<file path="src/rtl/flash_access_arbiter.sv">
// ---------------------------------------------------------------------------
// flash_access_arbiter
//   Arbitrates two requesters onto one SPI byte engine and sequences the
//   serial-flash command set: READ (0x03), WREN (0x06) + PROG (0x02) and
//   RDSR (0x05) status polling until the write-in-progress bit clears or
//   the poll budget runs out.
//
// Parameters
//   POLL_MAX  maximum status polls per write before reporting an error
//   CS_GAP    clk cycles chip select is held high between commands
//
// Ports
//   clk, reset                      system clock, synchronous active-high reset
//   i_pN_req/rw/addr/wdata          requester N transaction (held until ack)
//   o_pN_ack/rdata/err              requester N completion pulse and results
//   o_eng_start/txbyte              start one byte transfer on the SPI engine
//   o_eng_cs_n                      flash chip select, active low
//   i_eng_done/rxbyte               byte transfer complete and received byte
//   o_busy                          high whenever a transaction is in flight
// ---------------------------------------------------------------------------
module flash_access_arbiter #(
    parameter logic [15:0] POLL_MAX = 16'd48000,
    parameter logic [3:0]  CS_GAP   = 4'd2
) (
    input  logic        clk,
    input  logic        reset,
    input  logic        i_p0_req,
    input  logic        i_p0_rw,
    input  logic [23:0] i_p0_addr,
    input  logic [7:0]  i_p0_wdata,
    output logic        o_p0_ack,
    output logic [7:0]  o_p0_rdata,
    output logic        o_p0_err,
    input  logic        i_p1_req,
    input  logic        i_p1_rw,
    input  logic [23:0] i_p1_addr,
    input  logic [7:0]  i_p1_wdata,
    output logic        o_p1_ack,
    output logic [7:0]  o_p1_rdata,
    output logic        o_p1_err,
    output logic        o_eng_start,
    output logic [7:0]  o_eng_txbyte,
    output logic        o_eng_cs_n,
    input  logic        i_eng_done,
    input  logic [7:0]  i_eng_rxbyte,
    output logic        o_busy
);

    localparam logic [2:0] S_IDLE = 3'd0;
    localparam logic [2:0] S_READ = 3'd1;
    localparam logic [2:0] S_WREN = 3'd2;
    localparam logic [2:0] S_GAP  = 3'd3;
    localparam logic [2:0] S_PROG = 3'd4;
    localparam logic [2:0] S_POLL = 3'd5;
    localparam logic [2:0] S_RESP = 3'd6;

    // A zero gap would merge two commands into one chip-select window.
    localparam logic [3:0] GAP_LAST = (CS_GAP == 4'd0) ? 4'd0 : CS_GAP - 4'd1;

    logic [2:0]  state_q, state_d;
    logic [2:0]  gap_ret_q, gap_ret_d;
    logic [3:0]  gap_cnt_q, gap_cnt_d;
    logic [2:0]  idx_q, idx_d;
    logic        wait_q, wait_d;
    logic        gnt_q, gnt_d;
    logic        prefer_q, prefer_d;
    logic        rw_q, rw_d;
    logic [23:0] addr_q, addr_d;
    logic [7:0]  wdata_q, wdata_d;
    logic        err_q, err_d;
    logic [15:0] poll_cnt_q, poll_cnt_d;
    logic [7:0]  p0_rdata_q, p0_rdata_d;
    logic [7:0]  p1_rdata_q, p1_rdata_d;

    logic        is_cmd;
    logic [7:0]  cmd_byte;
    logic [2:0]  last_idx;
    logic        eng_start;
    logic [7:0]  eng_txbyte;
    logic        poll_limit;

    assign is_cmd = (state_q == S_READ) || (state_q == S_WREN) ||
                    (state_q == S_PROG) || (state_q == S_POLL);

    assign poll_limit = ({1'b0, poll_cnt_q} + 17'd1) >= {1'b0, POLL_MAX};

    // Byte to shift for the current command and position.
    always_comb begin
        cmd_byte = 8'h00;
        last_idx = 3'd0;
        case (state_q)
            S_READ: begin
                last_idx = 3'd4;
                case (idx_q)
                    3'd0:    cmd_byte = 8'h03;
                    3'd1:    cmd_byte = addr_q[23:16];
                    3'd2:    cmd_byte = addr_q[15:8];
                    3'd3:    cmd_byte = addr_q[7:0];
                    default: cmd_byte = 8'h00;
                endcase
            end
            S_WREN: begin
                last_idx = 3'd0;
                cmd_byte = 8'h06;
            end
            S_PROG: begin
                last_idx = 3'd4;
                case (idx_q)
                    3'd0:    cmd_byte = 8'h02;
                    3'd1:    cmd_byte = addr_q[23:16];
                    3'd2:    cmd_byte = addr_q[15:8];
                    3'd3:    cmd_byte = addr_q[7:0];
                    default: cmd_byte = wdata_q;
                endcase
            end
            S_POLL: begin
                last_idx = 3'd1;
                cmd_byte = (idx_q == 3'd0) ? 8'h05 : 8'h00;
            end
            default: begin
                cmd_byte = 8'h00;
                last_idx = 3'd0;
            end
        endcase
    end

    always_comb begin
        state_d    = state_q;
        gap_ret_d  = gap_ret_q;
        gap_cnt_d  = gap_cnt_q;
        idx_d      = idx_q;
        wait_d     = wait_q;
        gnt_d      = gnt_q;
        prefer_d   = prefer_q;
        rw_d       = rw_q;
        addr_d     = addr_q;
        wdata_d    = wdata_q;
        err_d      = err_q;
        poll_cnt_d = poll_cnt_q;
        p0_rdata_d = p0_rdata_q;
        p1_rdata_d = p1_rdata_q;
        eng_start  = 1'b0;
        eng_txbyte = 8'h00;

        case (state_q)
            S_IDLE: begin
                if (i_p0_req || i_p1_req) begin
                    gnt_d      = (i_p0_req && i_p1_req) ? prefer_q : i_p1_req;
                    prefer_d   = ~gnt_d;
                    rw_d       = gnt_d ? i_p1_rw    : i_p0_rw;
                    addr_d     = gnt_d ? i_p1_addr  : i_p0_addr;
                    wdata_d    = gnt_d ? i_p1_wdata : i_p0_wdata;
                    idx_d      = 3'd0;
                    wait_d     = 1'b0;
                    err_d      = 1'b0;
                    poll_cnt_d = '0;
                    state_d    = rw_d ? S_READ : S_WREN;
                end
            end

            S_READ, S_WREN, S_PROG, S_POLL: begin
                if (!wait_q) begin
                    eng_start  = 1'b1;
                    eng_txbyte = cmd_byte;
                    wait_d     = 1'b1;
                end else if (i_eng_done) begin
                    wait_d = 1'b0;
                    if (idx_q != last_idx) begin
                        idx_d = idx_q + 3'd1;
                    end else begin
                        idx_d     = 3'd0;
                        gap_cnt_d = '0;
                        case (state_q)
                            S_READ: begin
                                // Publish read data now so it is valid in the ack cycle.
                                if (gnt_q) p1_rdata_d = i_eng_rxbyte;
                                else       p0_rdata_d = i_eng_rxbyte;
                                state_d = S_RESP;
                            end
                            S_WREN: begin
                                gap_ret_d = S_PROG;
                                state_d   = S_GAP;
                            end
                            S_PROG: begin
                                gap_ret_d = S_POLL;
                                state_d   = S_GAP;
                            end
                            default: begin
                                poll_cnt_d = poll_cnt_q + 16'd1;
                                if (!i_eng_rxbyte[0]) begin
                                    err_d   = 1'b0;
                                    state_d = S_RESP;
                                end else if (poll_limit) begin
                                    err_d   = 1'b1;
                                    state_d = S_RESP;
                                end else begin
                                    gap_ret_d = S_POLL;
                                    state_d   = S_GAP;
                                end
                            end
                        endcase
                    end
                end
            end

            S_GAP: begin
                if (gap_cnt_q >= GAP_LAST) begin
                    gap_cnt_d = '0;
                    state_d   = gap_ret_q;
                end else begin
                    gap_cnt_d = gap_cnt_q + 4'd1;
                end
            end

            S_RESP: begin
                state_d = S_IDLE;
            end

            default: begin
                state_d = S_IDLE;
            end
        endcase
    end

    always_ff @(posedge clk) begin
        if (reset) begin
            state_q    <= S_IDLE;
            gap_ret_q  <= S_IDLE;
            gap_cnt_q  <= '0;
            idx_q      <= '0;
            wait_q     <= 1'b0;
            gnt_q      <= 1'b0;
            prefer_q   <= 1'b0;
            rw_q       <= 1'b0;
            addr_q     <= '0;
            wdata_q    <= '0;
            err_q      <= 1'b0;
            poll_cnt_q <= '0;
            p0_rdata_q <= '0;
            p1_rdata_q <= '0;
        end else begin
            state_q    <= state_d;
            gap_ret_q  <= gap_ret_d;
            gap_cnt_q  <= gap_cnt_d;
            idx_q      <= idx_d;
            wait_q     <= wait_d;
            gnt_q      <= gnt_d;
            prefer_q   <= prefer_d;
            rw_q       <= rw_d;
            addr_q     <= addr_d;
            wdata_q    <= wdata_d;
            err_q      <= err_d;
            poll_cnt_q <= poll_cnt_d;
            p0_rdata_q <= p0_rdata_d;
            p1_rdata_q <= p1_rdata_d;
        end
    end

    assign o_eng_start  = eng_start;
    assign o_eng_txbyte = eng_txbyte;
    assign o_eng_cs_n   = ~is_cmd;
    assign o_busy       = (state_q != S_IDLE);
    assign o_p0_ack     = (state_q == S_RESP) && !gnt_q;
    assign o_p1_ack     = (state_q == S_RESP) &&  gnt_q;
    assign o_p0_err     = o_p0_ack && err_q;
    assign o_p1_err     = o_p1_ack && err_q;
    assign o_p0_rdata   = p0_rdata_q;
    assign o_p1_rdata   = p1_rdata_q;

endmodule

</file>
<file path="config.mk">
export PLATFORM = sky130hd
export DESIGN_NAME = flash_access_arbiter
export DESIGN_NICKNAME = d
export VERILOG_FILES = /design/src/rtl/flash_access_arbiter.sv
export SDC_FILE = /design/constraint.sdc
export NUM_CORES = 1
export LEC_CHECK = 0
export CAP_MARGIN = 20
export CORE_MARGIN = 2
export CORE_UTILIZATION = 35
export DETAILED_ROUTE_END_ITERATION = 16
export GPL_ROUTABILITY_DRIVEN = 0
export GPL_TIMING_DRIVEN = 0
export PLACE_DENSITY = 0.65
export SYNTH_ARGS = -nofsm -noshare
export SYNTH_HDL_FRONTEND = slang
export SYNTH_SLANG_ARGS = --single-unit
</file>
<file path="constraint.sdc">
create_clock -name clk -period 2.9 [get_ports clk]
set_clock_uncertainty 0.2 [all_clocks]
set_input_delay 0.435 -clock clk [delete_from_list [all_inputs] [get_ports clk]]
set_output_delay 0.435 -clock clk [all_outputs]
set_load 0.02 [all_outputs]
</file>
== Word level (Yosys, flattened, before mapping) ==
Cells that the tools add are included.

* Bits in registers: 81
* Logic and storage cells: 125

* Reductions and logical operators: 30
* Eq/ne operators: 18
* $lt $le $gt $ge: 2
* Add/subtract/negate cells: 4
* Mux-type cells: 53
* Bitwise logic cells: 5

{| class="wikitable"
|+ Operator list
! operator !! number
|-
| $pmux 8 s4 || 3
|-
| $mux 16 || 5
|-
| $mux 3 || 14
|-
| $pmux 16 s2 || 1
|-
| $mux 24 || 1
|-
| $mux 8 || 3
|-
| $pmux 3 s2 || 3
|-
| $pmux 3 s3 || 2
|-
| $reduce_and 6->1 || 3
|-
| $add 16x1->17 const B || 1
|-
| $ge 17x16->1 const B || 1
|-
| $add 16x1->16 const B || 1
|-
| $mux 4 || 4
|-
| $reduce_and 7->1 || 2
|-
| $mux 1 || 13
|-
| $eq 3x2->1 const B || 4
|-
| $ne 2x2->1 const B || 6
|-
| $eq 3x3->1 const B || 3
|-
| $pmux 4 s2 || 1
|-
| $reduce_and 4->1 || 2
|-
| $eq 3x1->1 const B || 2
|-
| $logic_not 3->1 || 2
|-
| $reduce_bool 3->1 || 2
|-
| $logic_and 1x1->1 || 5
|-
| 17 further kinds || 28
|}

== Longest topological paths before layout ==
* Depth after elaboration: 9
* Gate-level depth with buffers: 10
* Gate-level depth less buffers: 8

== Worst setup path after synthesis ==
No wires, ideal clock.

* Path kind: flip-flop to output port
* Start point: reg idx_q[2]
* End point: out o_eng_txbyte[2]
* Stages on the path, launching flop included: 9
* Slack: 0.125 ns
* Data arrival time: 2.140 ns
* Buffers on the path: 2
* Cell sequence: dfxtp_1 -> clkbuf_1 -> inv_1 -> ha_1 -> clkbuf_1 -> o21bai_1 -> nor3_1 -> a2111oi_0 -> nor2_1

* Cells in the longest elaborated chain, start to end: 5
* Elaborated cells on any way between the ends: 10
* Classes of those cells: 3 x eq/ne; 6 x mux; 1 x reduce/logical

{| class="wikitable"
|+ Ends and longest elaborated chain
! item !! RTL line !! text
|-
| from (decl) || 63 || <nowiki>logic [2:0] idx_q, idx_d;</nowiki>
|-
| from (signal assigned) || 245 || <nowiki>idx_q <= idx_d;</nowiki>
|-
| $eq 3x2->1 (tied with other cells) || 94, 108 ||
|-
| $pmux 8 s4 (tied with other cells) || 108 || <nowiki>case (idx_q)</nowiki>
|-
| $pmux 8 s4 * || 91 || <nowiki>case (state_q)</nowiki>
|-
| $mux 8 * || 162 || <nowiki>if (!wait_q) begin</nowiki>
|-
| $mux 8 * || 145 || <nowiki>case (state_q)</nowiki>
|-
| to (decl) || 42 || <nowiki>output logic [7:0] o_eng_txbyte,</nowiki>
|}

Every way passes the cells marked *; elsewhere a longest branch is shown, timed or not.

== Worst setup path in the final report ==
* Start point: reg idx_q[0]
* End point: out o_eng_txbyte[6]

* Cells in the longest elaborated chain, start to end: 5
* Elaborated cells on any way between the ends: 9
* Classes of those cells: 3 x eq/ne; 5 x mux; 1 x reduce/logical

{| class="wikitable"
|+ Ends and longest elaborated chain
! item !! RTL line
|-
| $eq 3x2->1 (tied with other cells) || 94, 108
|-
| $pmux 8 s4, on equally long branches || 108, 94
|-
| $pmux 8 s4 * || 91
|-
| $mux 8 * || 162
|-
| $mux 8 * || 145
|}

Marked as above.

==> reports/results.txt <==
Outcome: complete, no violations
Power density cells: 738 nW/µm²
Chip height: 112 µm
CTS sink count: 80
Number of CTS-inserted buffers: 9
Yosys warns: 0
Port Buffers: 109
Syn_area_per_cell: 8.47 µm²
TritonRoute pass-1 iters: 6
Number of synthesized flops with an enable pin: 0
Fin crit share: 96.7%
Grt total ovfl: 0
Final Power: 0.00421 W
WHS Path Cells: 2
VDD IR max: 0.461 mV
CTS Hold Bufs: 0
DRT iter0 DRCs: 454
CP delay by family, top: compound AO/OA/AOI/OAI gates
Arrival @ worst endpoint: 2.17 ns
Syn nets: 572
First-pass GRT wire length: 21500 µm
Die footprint: 12600 µm²
Area grow syn2layout: 39.3%
Req. time, crit path: 2.27 ns
Clk_lat worst skew: 0.34 ns
Die width: 112 µm
CP endpoint kind: output pin
Core area: 11400 µm²
Synth unique cells: 60
Count leader, synth: nor2_1
Slew HR: 42.4%
Commonest cells post-synth: nor2_1, dfxtp_1, a222oi_1, a21oi_1, nand2_1
Reg2Reg Setup Slack: 0.18 ns
Starting Density: 35.9%
Critical-path maximum fanout: 9
Setup-failing EPs final: 0
Final WL: 13300 µm
FF-to-FF End: addr_q[0]
Top cell type's share of synthesized area: 39.1%
Initial antenna violation count: 0
Hold Fails Final Rpt: 0
Filler instances: 1143
Clock tree buffer depth: 2
Sequential cell area: 1610 µm²
Crit path time final: 2.80 ns
CTS H-tree lvls: 3
Root Buffer: clkbuf_16
Routed len/inst: 17.6 µm
Register area share after synthesis: 39.1%
DR vias: 4288
Hold Path Class: register to register
TritonCTS clock tree: done
Diodes inserted: 0
Clock Pin Slew Worst Setup and Hold Paths: 0.06 ns
Row count: 39
Layout Nets: 691
Synth top area cells: dfxtp_1, a222oi_1, nor2_1, mux2i_1, a21oi_1
WS Path Type: register to output pin
Async set-or-reset flop fraction in the synthesized netlist: 0%
Gr usage total: 21.3%
Slew Limit Fails: 0
Crit-path slowest cell: dfxtp_4
Synth Register Bits: 80
Final setup TNS: 0 ns
Post-DP HPWL: 9800 µm
Total of max-cap violations: 0
Worst Tran Pin Value: 0.859 ns
F_max: 357 MHz
R2R depth: 7
Footprint of the multi-input gates: 2310 µm²
Buffers & Inverters on Critical Path: 2
Worst hold endpoint: gap_ret_q[2]
Largest net degree at the start of global routing: 15
Cells after Synth: 484
Largest area contributor in the netlist: dfxtp_1
Crit-path max cell delay: 0.38 ns
Ys flop type: dfxtp_1
Worst reg2reg path startpoint: state_q[2]
Antenna viol nets, final: 0
Startpoint of the worst hold path: gap_ret_q[2]
IO Pins: 110
Netlist Area Pre-Place: 4100 µm²
Layout cells sized above 1: 9.70%
Vias/cell: 5.71
Unrepaired setup endpoints after global routing: no
CP startpoint kind: register
Vias in the first global route: 4163
DRC: 0
CP cell instances: ha_2 -> ha_4 -> o21bai_2 -> nor3_4 -> buf_4 -> nand2_1 -> a21oi_1 -> buf_2
Leak Pwr: 2.02 nW
==> layer usage <==
layer	up-vias	GRT usage (%)	routed length, µm
li1	2057	-	-
met1	2044	28.2	5760
met2	170	34.1	6250
met3	17	5.78	995
met4	0	6.42	255
met5	-	0	0
==> timing repair <==
action,in CTS,in global routing
buffers inserted,1,0
pin swaps,5,2
cloned,0,0
endpoints found under the setup margin,10,7
gates resized for setup,47,8
==> through the flow <==
step                      hold slack (ns)  worst slack, ns  area (µm²)  std cells  utilization (%)
after CTS                           0.281          0.00946        5700        751             49.9
final                               0.280           0.0962        5710        751             50.0
after floorplan                     0.238            0.125        4100        484                -
after detailed placement            0.270           -0.936        5370        736             47.0
after global placement              0.271           -0.870        5370        736             47.0
after global routing                0.307           0.0101        5710        751             50.0
==> worst register-to-register path, delay by kind of cell (launching register included) <==
family	cells	cell delay, ns
compound gates	2	0.90
buf+inv	3	0.76
simple gates	2	0.51
flops	1	0.30
==> state kept, by name, indices dropped and copies added, names as in the netlist, 3 cells and up <==
signal	cells
idx_q	3
state_q	3
wdata_q	8
o_p1_rdata	8
poll_cnt_q	16
addr_q	24
gap_cnt_q	4
o_p0_rdata	8
==> cells by family after synthesis <==
family,share of synthesized area [%]
buffers and inverters,6.10
AO/OA/AOI/OAI,25.3
adder cells (fa/ha/maj),2.75
AND/OR/NAND/NOR,21.5
XOR/XNOR,0.214
flip-flops,39.1
multiplexers,5.13
==> layout make-up <==
| type | count | share of cell area [%] |
|---|---|---|
| Tap cell | 143 | 3.13 |
| Clock inverter | 5 | 1.12 |
| Clock buffer | 11 | 4.25 |
| Inverter | 15 | 0.986 |
| Timing Repair Buffer | 110 | 18.5 |
| Multi-Input combinational cell | 351 | 40.5 |
| Buffer | 36 | 3.27 |
| Sequential cell | 80 | 28.3 |
==> worst max-delay path by stage <==
stage,to,cells after the start,slack (ns),startpoint
floorplan,o_eng_txbyte[2],8,0.12,idx_q[2]
global placement,o_eng_txbyte[2],9,-0.87,idx_q[2]
detailed placement,o_eng_txbyte[2],9,-0.94,idx_q[2]
CTS,o_eng_txbyte[0],8,0.009,idx_q[0]
global route,o_eng_txbyte[2],8,0.01,idx_q[0]
finish,o_eng_txbyte[6],8,0.1,idx_q[0]
==> report_power, final <==
part | leakage, nW | switching, W | internal, W
combinational | 1.22 | 0.000960 | 0.000678
clock | 0.147 | 0.000482 | 0.000699
sequential | 0.653 | 0.000130 | 0.00126
==> cell usage in the layout (no fill, tap or decap), drive strengths merged, types with 5 or more instances in the layout <==
master and count:
a21oi 35, nor2 89, mux2i 21, a311oi 9, nand4b 6, clkbuf 35, o21ai 20, dfxtp 80
nand2b 7, and2 6, clkdlybuf4s50 99, ha 9, nand2 25, nand3 8, inv 17, buf 20
a31oi 5, or3 6, nor3 7, a222oi 39, nand4 6
Power figures use the tool's default switching activity.
